===== src/rtl/uart_pixel_parser.sv =====
// uart_pixel_parser: turns framed UART bytes into pixel writes.
// A frame is SYNC(0xA5), ADDR, R, G, B, W, CHK where CHK = ADDR^R^G^B^W.
// A good frame writes one pixel word and answers 0x06. A bad checksum
// answers 0x15. An inter-byte gap that is too long drops the frame silently.
// Ports:
//   clockIN      : clock, rising edge
//   ResetIN      : asynchronous active-low reset
//   rxDataIN     : received byte
//   rxReadyIN    : one-cycle strobe marking rxDataIN valid
//   txReadyIN    : transmitter can accept a byte
//   txDataOUT    : response byte, held until the next response
//   txLoadOUT    : one-cycle load strobe for txDataOUT
//   pixAddrOUT   : pixel index of the last good frame
//   pixDataOUT   : pixel word {G,R,B,W} of the last good frame
//   pixWriteOUT  : one-cycle pixel write strobe
//   busyOUT      : high whenever the parser is not idle
//   errCountOUT  : saturating count of checksum failures plus timeouts
module uart_pixel_parser #(
   parameter int unsigned CLOCK_FREQUENCY = 50_000_000,
   parameter int unsigned TIMEOUT_CYCLES  = 50_000
) (
   input  logic        clockIN,
   input  logic        ResetIN,
   input  logic [7:0]  rxDataIN,
   input  logic        rxReadyIN,
   input  logic        txReadyIN,
   output logic [7:0]  txDataOUT,
   output logic        txLoadOUT,
   output logic [7:0]  pixAddrOUT,
   output logic [31:0] pixDataOUT,
   output logic        pixWriteOUT,
   output logic        busyOUT,
   output logic [7:0]  errCountOUT
);

   localparam int unsigned TW   = $clog2(TIMEOUT_CYCLES) + 1;
   localparam logic [7:0]  SYNC = 8'hA5;
   localparam logic [7:0]  ACK  = 8'h06;
   localparam logic [7:0]  NAK  = 8'h15;

   // Reject parameter values that make the timeout or clock meaningless.
   if (TIMEOUT_CYCLES < 2 || CLOCK_FREQUENCY == 0) begin : gBadParam
      $error("uart_pixel_parser: TIMEOUT_CYCLES must be >= 2 and CLOCK_FREQUENCY > 0");
   end

   typedef enum logic [2:0] {
      S_IDLE, S_ADDR, S_RED, S_GRN, S_BLU, S_WHT, S_CHK, S_RESP
   } state_t;

   state_t         state, stateNext;
   logic [TW-1:0]  toCount;
   logic [7:0]     addrReg, redReg, grnReg, bluReg, whtReg, respReg;
   logic [7:0]     chkCalc;
   logic           inFrame, timeoutHit;
   logic           goodC, badC, expireC, errIncC, txLoadC, countClearC;

   assign inFrame    = (state != S_IDLE) && (state != S_RESP);
   assign timeoutHit = (toCount == TW'(TIMEOUT_CYCLES - 1));
   assign chkCalc    = addrReg ^ redReg ^ grnReg ^ bluReg ^ whtReg;

   // State register.
   always_ff @(posedge clockIN or negedge ResetIN) begin
      if (!ResetIN) state <= S_IDLE;
      else          state <= stateNext;
   end

   // Next state: a byte strobe always wins over timeout expiry.
   always_comb begin
      stateNext = state;
      case (state)
         S_IDLE: if (rxReadyIN && rxDataIN == SYNC) stateNext = S_ADDR;
         S_ADDR: if (rxReadyIN) stateNext = S_RED; else if (timeoutHit) stateNext = S_IDLE;
         S_RED:  if (rxReadyIN) stateNext = S_GRN; else if (timeoutHit) stateNext = S_IDLE;
         S_GRN:  if (rxReadyIN) stateNext = S_BLU; else if (timeoutHit) stateNext = S_IDLE;
         S_BLU:  if (rxReadyIN) stateNext = S_WHT; else if (timeoutHit) stateNext = S_IDLE;
         S_WHT:  if (rxReadyIN) stateNext = S_CHK; else if (timeoutHit) stateNext = S_IDLE;
         S_CHK:  if (rxReadyIN) stateNext = S_RESP; else if (timeoutHit) stateNext = S_IDLE;
         S_RESP: if (txReadyIN) stateNext = S_IDLE;
         default: stateNext = S_IDLE;
      endcase
   end

   // Output decode; the results are registered below.
   always_comb begin
      goodC       = 1'b0;
      badC        = 1'b0;
      expireC     = 1'b0;
      txLoadC     = 1'b0;
      countClearC = 1'b1;
      if (state == S_CHK && rxReadyIN) begin
         goodC = (rxDataIN == chkCalc);
         badC  = (rxDataIN != chkCalc);
      end
      if (inFrame) begin
         expireC     = !rxReadyIN && timeoutHit;
         countClearC = rxReadyIN;
      end
      if (state == S_RESP) txLoadC = txReadyIN;
      errIncC = badC || expireC;
   end

   // Payload capture, registered outputs and the gap counter.
   always_ff @(posedge clockIN or negedge ResetIN) begin
      if (!ResetIN) begin
         toCount     <= '0;
         addrReg     <= '0;
         redReg      <= '0;
         grnReg      <= '0;
         bluReg      <= '0;
         whtReg      <= '0;
         respReg     <= '0;
         txDataOUT   <= '0;
         txLoadOUT   <= 1'b0;
         pixAddrOUT  <= '0;
         pixDataOUT  <= '0;
         pixWriteOUT <= 1'b0;
         busyOUT     <= 1'b0;
         errCountOUT <= '0;
      end else begin
         pixWriteOUT <= goodC;
         txLoadOUT   <= txLoadC;
         busyOUT     <= (stateNext != S_IDLE);
         toCount     <= countClearC ? '0 : toCount + TW'(1);
         if (rxReadyIN) begin
            case (state)
               S_ADDR:  addrReg <= rxDataIN;
               S_RED:   redReg  <= rxDataIN;
               S_GRN:   grnReg  <= rxDataIN;
               S_BLU:   bluReg  <= rxDataIN;
               S_WHT:   whtReg  <= rxDataIN;
               default: ;
            endcase
         end
         if (goodC) begin
            pixAddrOUT <= addrReg;
            pixDataOUT <= {grnReg, redReg, bluReg, whtReg};
            respReg    <= ACK;
         end
         if (badC) respReg <= NAK;
         if (txLoadC) txDataOUT <= respReg;
         if (errIncC && errCountOUT != 8'hFF) errCountOUT <= errCountOUT + 8'd1;
      end
   end

endmodule

===== config.mk =====
export PLATFORM = sky130hd
export DESIGN_NAME = uart_pixel_parser
export DESIGN_NICKNAME = d
export VERILOG_FILES = /design/src/rtl/uart_pixel_parser.sv
export SDC_FILE = /design/constraint.sdc
export NUM_CORES = 1
export LEC_CHECK = 0
export BUFFER_PORTS_ARGS = -buffer_cell sky130_fd_sc_hd__buf_2
export CORE_MARGIN = 2
export CORE_UTILIZATION = 27
export CTS_BUF_LIST = sky130_fd_sc_hd__clkbuf_4 sky130_fd_sc_hd__clkbuf_8
export CTS_CLUSTER_DIAMETER = 80
export DETAILED_ROUTE_END_ITERATION = 7
export GPL_TIMING_DRIVEN = 0
export HOLD_SLACK_MARGIN = 0.15
export PLACE_DENSITY = 0.41
export RECOVER_POWER = 100
export SLEW_MARGIN = 20
export SYNTH_ARGS = -nofsm -noshare
export SYNTH_HDL_FRONTEND = slang
export SYNTH_SLANG_ARGS = --single-unit

===== constraint.sdc =====
create_clock -name clockIN -period 7.2 [get_ports clockIN]
set_input_delay 0.72 -clock clockIN [delete_from_list [all_inputs] [get_ports clockIN]]
set_output_delay 0.72 -clock clockIN [all_outputs]
set_load 0.01 [all_outputs]

==> flow_metrics.py, run 1 <==
metrics = {
    "yosys": {
        "synth_edf_count": 0,
        "synth_top_area_cell": "dfrtp_1",
        "postSynthCellCount": 405,
        "synth_compound_area_frac": 0.0410,
        "synth_top_family_by_area": "multiplexers",
        "synth-simple-area-share": 0.0956,
        "synth_top_area_frac": 0.555,
        "synth_xor_xnor_area_share": 0.0956,
        "synth_commonest_cells": "dfrtp_1, mux2_2, nand2_1",
        "ys_ff_latch": 117,
        "post-synth-top-count-cell": "dfrtp_1",
        "synthFlopType": "dfrtp_1",
        "ys_warn_count": 0,
        "synth_top_cells_by_area": "dfrtp_1, mux2_2, xnor3_1, xnor2_1, xor2_1",
        "synth_area_per_cell_um2": 13.0,
        "synth-adder-area-share": 0.00474,
        "ys_seq_area_frac": 0.555,
        "muxShareOfSynthArea": 0.183,
        "async_reset_ff_frac": 1.00,
        "ys_types": 47,
        "syn_area_um2": 5280,
    },
    "final_layout": {
        "regArea_um2": 2930,
        "area_delta_synth_final_pct": 19.9,
        "multi_input_area_um2": 2210,
        "drive_above_1_share": 0.268,
        "nets": 509,
        "num-fill-cells": 1988,
        "antenna_cells": 0,
    },
    "floorplanning": {
        "die_h_um": 144,
        "die_w_um": 144,
        "ioPinCount": 71,
        "start_util": 0.273,
        "dieArea_um2": 20700,
        "placementRows": 51,
        "core_area_um2": 19300,
    },
    "clocking": {
        "numCtsBuffers": 17,
        "clk_latency_ns": 0.44,
        "clk_pin_slew_ns": 0.07,
        "clockRootBuffer": "clkbuf_8",
        "postCtsSetupBuffers": 0,
        "htreeDepth": 4,
        "post_cts_resized": 0,
        "numClockSinks": 117,
        "cts_hold_buf": 0,
        "clock_path_buffers": 2,
        "cts_tree": "built",
    },
    "timing": {
        "timing.fmax_ghz": 0.319,
        "slew_violations": 40,
        "min_period_ns": 3.13,
        "setup_viol": 0,
        "tns_ns": 0,
        "period_share": 0.435,
        "hold_viol_final": 0,
        "worst_clock_skew_ns": 0.0132,
        "rsz0062_at_grt": "no",
        "max_slew.worst_pin.slew_ns": 2.38,
        "relSlewSlack": -0.584,
        "layout_setup_ws_ns": 4.07,
    },
    "critical_path": {
        "critPathSlowestCell": "nor3_1",
        "cp_max_fo": 10,
        "cp_data_required_time_ns": 7.52,
        "regToRegSetupSlack_ns": 4.09,
        "max_stage_delay_ns": 0.70,
        "cp-start-kind": "input port",
        "endpoint_kind": "flip-flop",
        "path_cells": "buf_2 -> xor2_1 -> xnor3_1 -> nand4_1 -> nor3_1 -> clkbuf_1 -> mux2_2",
        "worstPathArrival_ns": 3.45,
        "path_class": "input port to flip-flop",
    },
    "route": {
        "num_vias": 3380,
        "drtIter0Drc": 139,
        "drc": 0,
        "wl_per_cell_um": 15.8,
        "dr.pass1.iters": 4,
        "totalWireLength_um": 12200,
        "antenna_left": 0,
        "vias_per_cell": 4.37,
    },
    "global_route": {
        "grt_pass1_wl_um": 19400,
        "grt-ovfl-total": 0,
        "first_global_vias": 3370,
        "grtUsageTotal": 0.127,
        "antenna_found_initial": 0,
        "grt_max_degree": 79,
    },
    "pwr": {
        "leakagePower_nw": 2.82,
        "p_per_area_nw_per_um2": 386,
        "ir_drop_mv": 0.115,
    },
    "worst_hold_path": {
        "worstHoldPathType": "flip-flop to flip-flop",
    },
    "run": {
        "cap_viol_max_count": 1,
    },
    "placement": {
        "io_buffers": 65,
        "routabilityCongestion": 0.780,
        "hpwl_um": 8430,
        "place_ws_ns": 4.08,
    },
    "run_status": {
        "violations": "capacitance limit, slew limit",
        "status": "finished with violations",
    },
}
-- stage by stage --
stage | std cells | cell area [um2] | util | total power [mW] | hold WS (ns)
floorplan | 408 | 5290 | - | 1.56 | 0.424
global placement | 738 | 5940 | 0.307 | 1.78 | 0.443
detailed placement | 741 | 6000 | 0.310 | 1.80 | 0.448
CTS | 773 | 6450 | 0.333 | 2.50 | 0.167
global route | 773 | 6320 | 0.327 | 2.60 | 0.480
finish | 773 | 6320 | 0.327 | 2.44 | 0.451
-- path summary, 6_finish.rpt --
| path | cells past startpoint | start | to |
|---|---|---|---|
| max | 7 | rxDataIN[7] | pixDataOUT[26]$_DFFE_PN0P_ |
| min | 1 | toCount[0]$_DFF_PN0_ | toCount[0]$_DFF_PN0_ |
| max in group asynchronous | 1 | ResetIN | errCountOUT[4]$_DFFE_PN0P_ |
| min reg2reg | 1 | toCount[0]$_DFF_PN0_ | toCount[0]$_DFF_PN0_ |
| min in group asynchronous | 1 | ResetIN | pixDataOUT[23]$_DFFE_PN0P_ |
| max reg2reg | 6 | bluReg[1]$_DFFE_PN0P_ | pixDataOUT[26]$_DFFE_PN0P_ |
-- where the power goes --
group	switching, mW	internal (mW)
Combinational	0.329	0.446
Sequential	0.149	0.833
Clock	0.292	0.390
-- kinds of logic (layout without fill, tap and decap cells) --
logic type / after synthesis / count (layout)
AO/OA/AOI/OAI: 33 / 33
XOR/XNOR: 45 / 45
adder cells (fa/ha/maj): 2 / 2
buffers and inverters: 25 / 125
flip-flops: 117 / 117
multiplexers: 86 / 86
other: 1 / 4
AND/OR/NAND/NOR: 96 / 96
-- final cells by class --
| type | count | area share |
|---|---|---|
| buffer | 19 | 0.0142 |
| clock buffer | 18 | 0.0392 |
| clock inverter | 14 | 0.0313 |
| inverter | 6 | 0.00356 |
| multi-input combinational | 266 | 0.350 |
| sequential | 117 | 0.463 |
| tap | 265 | 0.0524 |
| timing repair buffer | 68 | 0.0461 |
-- registers in the layout (all words and copies together) (netlist names) --
register / count
txLoadOUT: 1
pixDataOUT: 32
whtReg: 8
redReg: 8
pixAddrOUT: 8
respReg: 3
pixWriteOUT: 1
busyOUT: 1
addrReg: 8
errCountOUT: 8
bluReg: 8
grnReg: 8
toCount: 17
state: 3
txDataOUT: 3
-- layout by cell type, fill, tap and decap left out, drive strengths merged, types with 12 or more instances in the layout --
| cell type | n |
|---|---|
| mux2 | 85 |
| nand2 | 22 |
| dfrtp | 117 |
| xor2 | 17 |
| xnor2 | 20 |
| buf | 15 |
| clkbuf | 90 |
| nand3 | 12 |
| nor2 | 19 |
-- layer usage --
metal  wire length (um)  up-vias  global-route usage
li1                   -     1598                   -
met1               5770     1715               0.167
met2               5790       55               0.198
met3                492       12              0.0417
met4                138        0              0.0418
met5                  0        -                   0
-- critical path, delay by kind of cell --
| family | cells | cell delay [ns] |
|---|---|---|
| xor+xnor | 2 | 0.56 |
| buf+inv | 2 | 0.84 |
| simple gates | 2 | 0.92 |
| mux | 1 | 0.41 |
Note: power is estimated with default switching activity, not from simulation.
==> run 2: changes to the inputs <==
Settings changed: PLACE_DENSITY 0.41 to 0.42.
Clock period 7.2 ns to 2.8 ns, I/O delays scaled along.
==> run 2 against run 1 <==
  * The flow now finishes without violations
  * Sequential share of layout area is 0.51 points lower
  * Register-to-register slack worse by 3.9 ns
  * Count of clock-buffer cells in the layout grew 4
  * Non-clock buffer count increased by 4
  * Wire length grew 0.72%
  * Critical endpoint is now pixAddrOUT[1]$_DFFE_PN0P_
  * Largest power group unchanged
==> flow_metrics.py, run 2 (synthesized netlist as in run 1, its figures left out) <==
metrics = {
    "run_status": {
        "status": "finished clean",
    },
    "critical_path": {
        "cp_data_required_time_ns": 3.11,
        "rr_endpoint": "pixAddrOUT[1]$_DFFE_PN0P_",
        "r2r-start": "bluReg[6]$_DFFE_PN0P_",
        "cp_max_fo": 10,
        "reg2reg_depth": 6,
        "cp-start-kind": "flip-flop",
        "endpoint_kind": "flip-flop",
        "path_class": "flip-flop to flip-flop",
        "worstPathArrival_ns": 2.90,
        "regToRegSetupSlack_ns": 0.20,
    },
    "floorplanning": {
        "start_util": 0.273,
        "dieArea_um2": 20700,
        "placementRows": 51,
        "die_w_um": 144,
        "core_area_um2": 19300,
        "die_h_um": 144,
        "ioPinCount": 71,
    },
    "clocking": {
        "cts_tree": "built",
        "clockRootBuffer": "clkbuf_8",
        "htreeDepth": 4,
        "numCtsBuffers": 17,
        "clk_latency_ns": 0.43,
        "clock_path_buffers": 2,
        "clk_pin_slew_ns": 0.07,
        "numClockSinks": 117,
    },
    "pwr": {
        "ir_drop_mv": 0.276,
        "leakagePower_nw": 2.88,
        "p_per_area_nw_per_um2": 984,
    },
    "final_layout": {
        "final_cell_mix": "dfrtp_1, mux2_2, clkbuf_1",
        "final_cell_area_um2": 6390,
        "antenna_cells": 0,
        "regMostFlops": "pixDataOUT",
        "final_common_cell": "dfrtp_1",
        "drive_above_1_share": 0.284,
        "nets": 513,
        "reg_top3": "pixDataOUT: 32 flops, toCount: 17 flops",
        "instances_no_fill": 775,
        "largest_reg_flops": 32,
        "area_delta_synth_final_pct": 21.2,
    },
    "run": {
        "cap_viol_max_count": 0,
    },
    "placement": {
        "routabilityCongestion": 0.727,
        "hpwl_um": 8380,
        "io_buffers": 65,
        "dpl.cell_count": 741,
        "place_area_um2": 6000,
    },
    "timing": {
        "min_period_ns": 2.60,
        "slew_violations": 0,
        "timing.fmax_ghz": 0.385,
        "relSlewSlack": 0.0219,
        "rsz0062_at_grt": "no",
        "hold_viol_final": 0,
        "worst_clock_skew_ns": 0.00627,
        "tns_ns": 0,
        "setup_viol": 0,
        "max_slew.worst_pin.slew_ns": 1.47,
        "period_share": 0.927,
    },
    "global_route": {
        "first_global_vias": 3521,
        "antenna_found_initial": 0,
        "grt_max_degree": 64,
        "grt-ovfl-total": 0,
        "grtUsageTotal": 0.129,
        "grt_pass1_wl_um": 19800,
    },
    "route": {
        "vias_per_cell": 4.38,
        "drc": 0,
        "totalWireLength_um": 12300,
        "wl_per_cell_um": 15.8,
        "antenna_left": 0,
        "num_vias": 3398,
        "dr.pass1.iters": 5,
        "drtIter0Drc": 99,
    },
    "worst_hold_path": {
        "worstHoldPathType": "input port to flip-flop",
        "holdPathStages": 2,
        "holdCritStartpoint": "rxDataIN[2]",
        "whs_endpoint": "redReg[2]$_DFFE_PN0P_",
    },
}
## run 2: area by class of cell
class | count | area (um2)
flip-flops and latches | 117 | 2930
multi-input cells | 266 | 2230
clock buffers | 22 | 303
inverters | 6 | 22.5
plain buffers | 19 | 104
repair buffers | 72 | 324
well taps | 265 | 332
clock inverters | 8 | 146
fillers | 2012 | 12900
## run 2: how the worst max path moves through the flow
stage,start,end,depth (start not counted)
2_1_floorplan,toCount[4]$_DFF_PN0_,errCountOUT[7]$_DFFE_PN0P_,6
3_3_place_gp,ResetIN,errCountOUT[0]$_DFFE_PN0P_,1
3_5_place_dp,rxDataIN[7],pixAddrOUT[1]$_DFFE_PN0P_,7
4_1_cts,bluReg[6]$_DFFE_PN0P_,pixAddrOUT[1]$_DFFE_PN0P_,6
5_1_grt,addrReg[1]$_DFFE_PN0P_,pixAddrOUT[1]$_DFFE_PN0P_,6
6_report,bluReg[6]$_DFFE_PN0P_,pixAddrOUT[1]$_DFFE_PN0P_,6
## run 2: what timing repair did
| action | in CTS | in global routing |
|---|---|---|
| gates resized for setup | 0 | 3 |
| hold endpoints to repair | 57 | 0 |
| setup endpoints to repair | 0 | 37 |
| hold buffers | 2 | 0 |
| buffers inserted | 0 | 2 |
## run 2: critical path, stage by stage, from the launching register on
cell and delay [ns]:
dfrtp_1 0.40, xor2_1 0.17, xnor3_1 0.39, nand4_1 0.32
nor3_4 0.38, clkbuf_2 0.42, mux2_2 0.39
## run 2: routing by layer
| layer | global-route usage | up-vias | share of wire |
|---|---|---|---|
| li1 | - | 1603 | - |
| met1 | 0.171 | 1721 | 0.48 |
| met2 | 0.201 | 60 | 0.47 |
| met3 | 0.0420 | 14 | 0.039 |
| met4 | 0.0402 | 0 | 0.012 |
| met5 | 0 | - | 0 |
## run 2: report_power, final
group          switching [mW]  internal, mW
Clock                   0.678          1.08
Sequential              0.370          2.14
Combinational           0.871          1.15
Total                    1.92          4.37
## run 2: stage by stage
step | total power, mW | utilization | hold WS [ns] | worst slack (ns)
finish | 6.29 | 0.331 | 0.192 | 0.205
global route | 6.76 | 0.331 | 0.161 | 0.0192
CTS | 6.44 | 0.335 | 0.156 | 0.0442
detailed placement | 4.63 | 0.310 | 0.289 | 0.0620
global placement | 4.57 | 0.307 | 0.441 | -0.114
floorplan | 4.02 | - | -0.0156 | 0.414
==> run 3: changes to the inputs <==
Settings changed: ABC_AREA set to 1, CORE_MARGIN 2 to unset, MAX_ROUTING_LAYER set to met4.
==> run 3 against run 2 <==
  * Worst setup slack better by 0.34 ns
  * Via count up 33%
  * First-iteration DRC count up 150%
  * Non-clock buffer count down 4
  * Clock skew up 0.0073 ns
  * Total power down 4.8%
  * Register-to-register slack better by 0.34 ns
  * Combinational power down 17%
  * Sequential power down 4%
  * Sequential cell count unchanged
  * Critical path depth up 11
  * Die area up 0.35%
  * Highest routed layer unchanged
==> flow_metrics.py, run 3 <==
metrics = {
    "final_layout": {
        "fin_util": 0.334,
        "final_common_cell": "nand2_1",
        "final_cell_area_um2": 6540,
        "multi_input_area_um2": 2090,
        "regMostFlops": "pixDataOUT",
        "regArea_um2": 2930,
        "nets": 788,
        "num-fill-cells": 2116,
        "largest_reg_flops": 32,
        "final_cell_mix": "nand2_1, dfrtp_1, o21ai_0",
        "drive_above_1_share": 0.0750,
        "reg_top3": "pixDataOUT: 32 flops, toCount: 17 flops",
        "area_delta_synth_final_pct": 20.1,
        "antenna_cells": 0,
    },
    "clocking": {
        "post_cts_resized": 0,
        "clockRootBuffer": "clkbuf_8",
        "numClockSinks": 117,
        "clk_pin_slew_ns": 0.07,
        "htreeDepth": 4,
        "clock_path_buffers": 2,
        "clk_latency_ns": 0.44,
        "cts_tree": "built",
        "numCtsBuffers": 17,
        "postCtsSetupBuffers": 0,
    },
    "worst_hold_path": {
        "worstHoldPathType": "input port to flip-flop",
    },
    "yosys": {
        "synth_area_per_cell_um2": 7.96,
        "synth_edf_count": 0,
        "synth_commonest_cells": "nand2_1, dfrtp_1, inv_1",
        "ys_warn_count": 0,
        "async_reset_ff_frac": 1.00,
        "postSynthCellCount": 684,
        "ys_seq_area_frac": 0.538,
        "synth-simple-area-share": 0.270,
        "ys_ff_latch": 117,
        "syn_area_um2": 5450,
        "muxShareOfSynthArea": 0,
        "ys_types": 31,
        "post-synth-top-count-cell": "nand2_1",
        "synth_top_area_frac": 0.538,
        "synth_top_family_by_area": "simple AND/OR/NAND/NOR gates",
        "synth_top_cells_by_area": "dfrtp_1, nand2_1, o21ai_0, inv_1, nand3_1",
        "synth_top_area_cell": "dfrtp_1",
        "synth_compound_area_frac": 0.0905,
        "synth-adder-area-share": 0.00459,
        "synth_xor_xnor_area_share": 0.0177,
        "synthFlopType": "dfrtp_1",
    },
    "pwr": {
        "ir_drop_mv": 0.340,
        "p_int_mw": 3.87,
        "power_switching_mw": 2.12,
        "p_comb_frac": 0.281,
        "clockPowerShare": 0.318,
        "seqPwrFrac": 0.400,
        "p_per_area_nw_per_um2": 915,
        "p_sw_frac": 0.354,
        "leakagePower_nw": 3.28,
    },
    "timing": {
        "relSlewSlack": 0.280,
        "tns_ns": 0,
        "slew_violations": 0,
        "timing.fmax_ghz": 0.442,
        "min_period_ns": 2.26,
        "period_share": 0.807,
        "hold_ws_ns": 0.198,
        "hold_viol_final": 0,
        "setup_viol": 0,
        "max_slew.worst_pin.slew_ns": 1.08,
        "worst_clock_skew_ns": 0.0135,
        "rsz0062_at_grt": "no",
    },
    "critical_path": {
        "cp_max_fo": 10,
        "worstPathArrival_ns": 2.61,
        "path_class": "flip-flop to flip-flop",
        "cp-start-kind": "flip-flop",
        "endpoint_kind": "flip-flop",
        "cp_data_required_time_ns": 3.15,
    },
    "route": {
        "num_vias": 4533,
        "drc": 0,
        "drtIter0Drc": 246,
        "dr.pass1.iters": 4,
        "vias_per_cell": 4.31,
        "wl_per_cell_um": 13.5,
        "antenna_left": 0,
        "totalWireLength_um": 14200,
    },
    "placement": {
        "routabilityCongestion": 0.796,
        "hpwl_um": 10400,
        "place_area_um2": 6150,
        "io_buffers": 66,
    },
    "global_route": {
        "first_global_vias": 4505,
        "grtUsageTotal": 0.155,
        "antenna_found_initial": 0,
        "grt_pass1_wl_um": 23500,
        "grt-ovfl-total": 0,
        "grt_max_degree": 78,
    },
    "floorplanning": {
        "dieArea_um2": 20700,
        "start_util": 0.278,
        "die_w_um": 144,
        "die_h_um": 144,
        "ioPinCount": 71,
        "placementRows": 51,
        "core_area_um2": 19600,
    },
    "run_status": {
        "status": "finished clean",
    },
    "run": {
        "cap_viol_max_count": 0,
    },
}
run 3: what timing repair did:
action | 4_1_cts | 5_1_grt
hold endpoints to repair | 40 | 0
hold buffers | 1 | 0
endpoints found under the setup margin | 0 | 0
run 3: power groups by stage:
| stage | Sequential, mW | Combinational (mW) | Clock (mW) |
|---|---|---|---|
| floorplan | 2.37 | 1.24 | 0 |
| global placement | 2.41 | 1.69 | 0 |
| detailed placement | 2.42 | 1.73 | 0 |
| CTS | 2.39 | 1.74 | 1.96 |
| global route | 2.46 | 2.00 | 2.04 |
| finish | 2.40 | 1.68 | 1.91 |
run 3: cell type report:
| type | instances | area share |
|---|---|---|
| Sequential cell | 117 | 0.448 |
| Multi-Input combinational cell | 471 | 0.320 |
| Tap cell | 265 | 0.0507 |
| Inverter | 80 | 0.0459 |
| Timing Repair Buffer | 68 | 0.0436 |
| Clock buffer | 19 | 0.0400 |
| Clock inverter | 13 | 0.0348 |
| Buffer | 19 | 0.0174 |
run 3: through the flow:
step           setup WS [ns]  total power, mW  cells
6_report               0.540             5.99   1052
5_1_grt                0.287             6.50   1052
4_1_cts                0.741             6.09   1052
3_5_place_dp           0.673             4.15   1019
3_3_place_gp          -0.114             4.10   1018
2_1_floorplan           1.16             3.61    687
run 3: critical path, cell delays in order, from the launching register on:
cell and delay, ns:
dfrtp_1 0.40, inv_1 0.10, nand2_1 0.08, nand2_1 0.07, nand2_1 0.04, nand2_1 0.10
nand2_1 0.06, inv_1 0.05, nor2_1 0.03, nand2_1 0.05, nor2_1 0.05, nand2_1 0.08
clkinv_1 0.07, nand2_2 0.11, clkbuf_1 0.48, buf_6 0.25, nand2_1 0.06, o21ai_0 0.07
run 3: cells by family after synthesis:
| group | after synthesis |
|---|---|
| and+or+nand+nor | 359 |
| DFF | 117 |
| buffers and inverters | 99 |
| AOI/OAI and AO/OA | 95 |
| xor gates and xnor gates | 11 |
| adders and majority gates | 2 |
| other | 1 |
run 3: path summary, 6_finish.rpt:
| check | slack, ns | endpoint | cells past startpoint | from |
|---|---|---|---|---|
| worst max-delay path | 0.54 | pixDataOUT[17]$_DFFE_PN0P_ | 17 | whtReg[5]$_DFFE_PN0P_ |
| worst min-delay path | 0.20 | addrReg[6]$_DFFE_PN0P_ | 3 | rxDataIN[6] |
| worst max register to register | 0.54 | pixDataOUT[17]$_DFFE_PN0P_ | 17 | whtReg[5]$_DFFE_PN0P_ |
| worst min register to register | 0.46 | respReg[2]$_DFFE_PN0P_ | 2 | respReg[2]$_DFFE_PN0P_ |
| max in group asynchronous | 1.03 | errCountOUT[4]$_DFFE_PN0P_ | 3 | ResetIN |
| min in group asynchronous | 0.32 | respReg[0]$_DFFE_PN0P_ | 2 | ResetIN |
run 3: layer usage:
| layer | vias to the layer above | routed length [um] | track usage |
|---|---|---|---|
| met4 | 0 | 116 | 0.0386 |
| li1 | 2334 | - | - |
| met1 | 2112 | 6780 | 0.195 |
| met3 | 10 | 622 | 0.0427 |
| met5 | - | 0 | - |
| met2 | 77 | 6680 | 0.247 |
